$ cat config.mk
export PLATFORM = sky130hd
export DESIGN_NAME = tick_delay_ctrl_flat
export DESIGN_NICKNAME = d
export VERILOG_FILES = /design/src/rtl/tick_delay_ctrl_if.sv /design/src/rtl/tick_delay_ctrl.sv /design/src/flat_wrapper.sv
export SDC_FILE = /design/constraint.sdc
export NUM_CORES = 1
export LEC_CHECK = 0
export CAP_MARGIN = 15
export CORE_ASPECT_RATIO = 0.7
export CORE_MARGIN = 2
export CORE_UTILIZATION = 42
export CTS_CLUSTER_DIAMETER = 40
export CTS_CLUSTER_SIZE = 16
export DETAILED_ROUTE_END_ITERATION = 10
export HOLD_SLACK_MARGIN = 0.03
export PLACE_DENSITY = 0.73
export SLEW_MARGIN = 25
export SYNTH_ARGS = -nofsm -noshare
export SYNTH_HDL_FRONTEND = slang
export SYNTH_SLANG_ARGS = --single-unit
$ cat constraint.sdc
create_clock -name clkin -period 1.94 [get_ports clkin]
set_clock_uncertainty 0.2 [all_clocks]
set_input_delay 0.582 -clock clkin [delete_from_list [all_inputs] [get_ports clkin]]
set_output_delay 0.582 -clock clkin [all_outputs]
set_load 0.02 [all_outputs]
$ cat src/rtl/tick_delay_ctrl_if.sv
// tick_delay_ctrl_if: control/status bundle between user logic, the tick divider and tick_delay_ctrl
interface tick_delay_ctrl_if #(parameter int WIDTH = 16);
  logic             start;
  logic             pause;
  logic             clear;
  logic [WIDTH-1:0] load_val;
  logic             tick;
  logic             div_en;
  logic             busy;
  logic             done;
  logic [WIDTH-1:0] remaining;
  logic [1:0]       state;
  modport master (
    output start, pause, clear, load_val, tick,
    input  div_en, busy, done, remaining, state
  );
  modport slave (
    input  start, pause, clear, load_val, tick,
    output div_en, busy, done, remaining, state
  );
endinterface

$ cat src/rtl/tick_delay_ctrl.sv
// tick_delay_ctrl: counts divider ticks down from a loaded value; TICK_DELAY_RELOAD_EN enables periodic reload
module tick_delay_ctrl #(
  parameter int WIDTH = 16
) (
  input logic               clkin,
  input logic               rst_n,
  tick_delay_ctrl_if.slave  bus
);
  typedef enum logic [1:0] {IDLE = 2'b00, RUN = 2'b01, PAUSE = 2'b10, DONE = 2'b11} state_t;
  state_t           state_q, state_d;
  logic [WIDTH-1:0] rem_q, rem_d;
  logic             done_q, done_d;
  logic             last_tick;
`ifdef TICK_DELAY_RELOAD_EN
  logic [WIDTH-1:0] reload_q, reload_d;
`endif
  assign last_tick = bus.tick && rem_q <= WIDTH'(1);
  // state, counter and done pulse registers
  always_ff @(posedge clkin or negedge rst_n) begin
    if (!rst_n) begin
      state_q <= IDLE;
      rem_q   <= '0;
      done_q  <= 1'b0;
    end else begin
      state_q <= state_d;
      rem_q   <= rem_d;
      done_q  <= done_d;
    end
  end
`ifdef TICK_DELAY_RELOAD_EN
  // period captured on every fresh start
  always_ff @(posedge clkin or negedge rst_n) begin
    if (!rst_n) reload_q <= '0;
    else        reload_q <= reload_d;
  end
`endif
  // next-state: clear dominates, final tick beats pause, ticks only count in RUN
  always_comb begin
    state_d = state_q;
    rem_d   = rem_q;
    done_d  = 1'b0;
`ifdef TICK_DELAY_RELOAD_EN
    reload_d = reload_q;
`endif
    if (bus.clear) begin
      state_d = IDLE;
      rem_d   = '0;
    end else begin
      case (state_q)
        IDLE, DONE: if (bus.start) begin
          state_d = bus.load_val != '0 ? RUN : DONE;
          rem_d   = bus.load_val;
          done_d  = bus.load_val == '0;
`ifdef TICK_DELAY_RELOAD_EN
          reload_d = bus.load_val;
`endif
        end
        RUN: begin
          if (last_tick) begin
            done_d  = 1'b1;
`ifdef TICK_DELAY_RELOAD_EN
            state_d = reload_q != '0 ? RUN : DONE;
            rem_d   = reload_q;
`else
            state_d = DONE;
            rem_d   = '0;
`endif
          end else begin
            rem_d   = bus.tick ? rem_q - WIDTH'(1) : rem_q;
            state_d = bus.pause ? PAUSE : RUN;
          end
        end
        default: state_d = bus.start ? RUN : PAUSE;
      endcase
    end
  end
  // status decodes straight from the registers
  always_comb begin
    bus.div_en    = state_q == RUN;
    bus.busy      = state_q == RUN || state_q == PAUSE;
    bus.done      = done_q;
    bus.remaining = rem_q;
    bus.state     = state_q;
  end
endmodule

$ cat src/flat_wrapper.sv
// flat-port wrapper written by rule: the top's interface ports become plain ports
module tick_delay_ctrl_flat 
#(
  parameter int WIDTH = 16
)
  (clkin, rst_n, bus_start, bus_pause, bus_clear, bus_load_val, bus_tick, bus_div_en, bus_busy, bus_done, bus_remaining, bus_state);
  tick_delay_ctrl_if #(.WIDTH(WIDTH)) bus_i ();
  input logic clkin;
  input logic rst_n;
  input wire logic [$bits(bus_i.start)-1:0] bus_start;
  input wire logic [$bits(bus_i.pause)-1:0] bus_pause;
  input wire logic [$bits(bus_i.clear)-1:0] bus_clear;
  input wire logic [$bits(bus_i.load_val)-1:0] bus_load_val;
  input wire logic [$bits(bus_i.tick)-1:0] bus_tick;
  output wire logic [$bits(bus_i.div_en)-1:0] bus_div_en;
  output wire logic [$bits(bus_i.busy)-1:0] bus_busy;
  output wire logic [$bits(bus_i.done)-1:0] bus_done;
  output wire logic [$bits(bus_i.remaining)-1:0] bus_remaining;
  output wire logic [$bits(bus_i.state)-1:0] bus_state;
  assign bus_i.start = bus_start;
  assign bus_i.pause = bus_pause;
  assign bus_i.clear = bus_clear;
  assign bus_i.load_val = bus_load_val;
  assign bus_i.tick = bus_tick;
  assign bus_div_en = bus_i.div_en;
  assign bus_busy = bus_i.busy;
  assign bus_done = bus_i.done;
  assign bus_remaining = bus_i.remaining;
  assign bus_state = bus_i.state;
  tick_delay_ctrl #(.WIDTH(WIDTH)) u_core (.clkin(clkin), .rst_n(rst_n), .bus(bus_i));
endmodule
==> impl_metrics.env <==
export IMPL_clkSinkCount=19
export IMPL_yosys_top_cells_area="dfrtp_1 (35%), a22oi_1 (4.4%), ha_1 (3.7%), o21ai_0 (3.7%), nand2_1 (3.3%)"
export IMPL_ant_nets=0
export IMPL_p_leak_nw=1.26
export IMPL_clk_latency_ps=270
export IMPL_p_switching_mw=2.31
export IMPL_cts_made_buffers=3
export IMPL_clock_path_buffers=2
export IMPL_synthTopCellsByCount="dfrtp_1 (19), nand2_1 (12), nor2_1 (12)"
export IMPL_grt_max_degree=20
export IMPL_ios=43
export IMPL_drtIter0Drc=243
export IMPL_row_count=17
export IMPL_comb_power_share=0.779
export IMPL_n_fill_cell=149
export IMPL_critPathArrivalTime_ps=2230
export IMPL_num_vias=2049
export IMPL_dpl_cell_area_um2=2290
export IMPL_slew_limit_headroom=0.756
export IMPL_cts_tree="done"
export IMPL_start_kind="flop"
export IMPL_core_area_um2=3130
export IMPL_grt_util_met3=0.0698
export IMPL_place_worst_setup_slack_ps=-650
export IMPL_initial_core_util=0.434
export IMPL_use_met2=0.522
export IMPL_max_freq_mhz=437
export IMPL_synth_flop_cell="dfrtp_1"
export IMPL_slew_violations=0
export IMPL_drc=0
export IMPL_die_width_um=71.9
export IMPL_violations="negative setup slack"
export IMPL_min_path_type="reg -> reg"
export IMPL_fin_crit_ps=2290
export IMPL_final_hold_violation_count=0
export IMPL_synth_edf_count=0
export IMPL_tns_ps=-4100
export IMPL_n_antenna_cell=0
export IMPL_internal_power_mw=2.43
export IMPL_crit_required_ps=1880
export IMPL_drtPass1Iterations=6
export IMPL_layout_nets=296
export IMPL_multi_input_area_um2=1180
export IMPL_ys_ff_latch=19
export IMPL_clock_power_share=0.063
export IMPL_worstSetupPathType="reg -> reg"
export IMPL_portBuffers=42
export IMPL_seq_area_um2=483
export IMPL_synthMostInstantiatedCell="dfrtp_1"
export IMPL_antenna_found_initial=0
export IMPL_clk_pin_slew_ps=70
export IMPL_setup_ws_ps=-349
export IMPL_gp_congestion=0.895
export IMPL_drive_gt1_frac=0.561
export IMPL_grt_pass1_wl_um=9000
export IMPL_routed_via_density=6.67
export IMPL_synth_nets=182
export IMPL_swShare=0.488
export IMPL_seq_area_frac_synth=0.351
export IMPL_synth_top_area_share=0.351
export IMPL_use_met1=0.409
export IMPL_avgSynthCellArea_um2=8.69
export IMPL_gr_usage_all_layers=0.323
export IMPL_hpwlAfterDp_um=3610
export IMPL_syn_inst=156
export IMPL_die_h_um=51.5
export IMPL_grt_pass1_vias=1837
export IMPL_ir_drop_mv=1.11
export IMPL_final_area_um2=2770
export IMPL_cts_root_buf="clkbuf_8"
export IMPL_setup_viol=21
export IMPL_hold_buffers=0
export IMPL_ys_types=53
export IMPL_dieArea_um2=3710
export IMPL_worst_slew_pin_transition_ps=362
export IMPL_endpoint_kind="flop"
export IMPL_grt_busiest_layer="met2"
export IMPL_synth_async_reset_ratio=1.00
export IMPL_cp_max_fo=7
export IMPL_power_share_sequential=0.158
export IMPL_synth_area_um2=1360
export IMPL_routedWlPerCell_um=22.9
export IMPL_yosysTopAreaCell="dfrtp_1"
export IMPL_overflow=0
export IMPL_rsz0062_at_grt="yes"
export IMPL_whs_ps=422
export IMPL_cap_violations=0
export IMPL_area_growth_pct=104
export IMPL_synth_warnings=0
export IMPL_cts_htree_levels=1
export IMPL_powerDensity_nw_per_um2=1710
export IMPL_drt_total_wl_um=7040
export IMPL_status="finished with violations"
export IMPL_finalCritPeriodShare=1.18
-- layout by cell type (no fill, tap or decap), drive strengths merged, types with 4 or more instances in the layout --
cell	synthesis	routed
a21oi	4	4
a22oi	8	8
buf	3	77
clkbuf	2	9
clkdlybuf4s15	0	5
clkdlybuf4s50	0	12
dfrtp	19	19
dlygate4sd2	0	13
ha	4	4
inv	9	9
nand2	13	13
nand2b	5	5
nand3	4	4
nor2	13	13
nor3	6	6
nor4	7	7
o21ai	15	15
or3	6	6
or4	4	4
-- flip-flops by register name (all words and copies together), names as in the netlist --
name / count
u_core.bus.remaining: 16
u_core.bus.state: 2
u_core.bus.done: 1
-- critical path: stages, from the launching register on --
cell and delay [ps]:
dfrtp_1 410, nor4_2 350, buf_4 180, nand4_1 130, buf_4 190, o21ai_4 280
buf_4 200, o21a_1 140, o21ai_1 80
-- power by group through the flow --
stage / Clock, mW / Sequential, mW / Combinational, mW
floorplan: 0 / 0.894 / 1.18
global route: 0.311 / 0.762 / 3.84
finish: 0.300 / 0.748 / 3.69
global placement: 0 / 0.683 / 2.65
CTS: 0.290 / 0.713 / 3.00
detailed placement: 0 / 0.694 / 2.71
-- area by class of cell --
class / count / share of cell area
clock buffers: 4 / 0.0163
well taps: 38 / 0.0172
inverters: 9 / 0.0131
multi-input cells: 123 / 0.428
flip-flops and latches: 19 / 0.174
repair buffers: 114 / 0.351
-- through the flow --
step / utilization / total power, mW / instances
final: 0.886 / 4.74 / 307
after global routing: 0.886 / 4.92 / 307
after floorplan: - / 2.08 / 156
after global placement: 0.731 / 3.34 / 288
after CTS: 0.814 / 4.00 / 299
after detailed placement: 0.731 / 3.40 / 288
-- per-layer routing --
metal / wire (µm) / up-vias
met5: 0 / -
met4: 502 / 0
met3: 714 / 61
met2: 3090 / 178
met1: 2730 / 975
li1: - / 835
-- logic make-up after synthesis --
logic type	share of synthesized area
compound gates	0.269
buf+inv	0.0461
simple gates	0.283
flops	0.351
mux	0.00738
fa+ha+maj	0.0369
xor+xnor	0.00646
-- timing repair --
item,4_1_cts,5_1_grt
resized for setup,92,57
setup endpoints to repair,40,31
gates cloned,2,0
setup buffers,5,8
pin swaps,17,17
-- path summary, 6_finish.rpt --
| check | startpoint | end | slack [ps] | cells after the start |
|---|---|---|---|---|
| max in group asynchronous | rst_n | u_core.bus.remaining[3] | 840 | 2 |
| min in group asynchronous | rst_n | u_core.bus.done | 450 | 2 |
| hold reg to reg | u_core.bus.remaining[0] | u_core.bus.remaining[0] | 420 | 2 |
| setup reg to reg | u_core.bus.remaining[4] | u_core.bus.remaining[2] | -350 | 8 |
| setup / recovery | u_core.bus.remaining[4] | u_core.bus.remaining[2] | -350 | 8 |
| hold / removal | u_core.bus.remaining[0] | u_core.bus.remaining[0] | 420 | 2 |
Note: power is estimated with default switching activity, not from simulation.
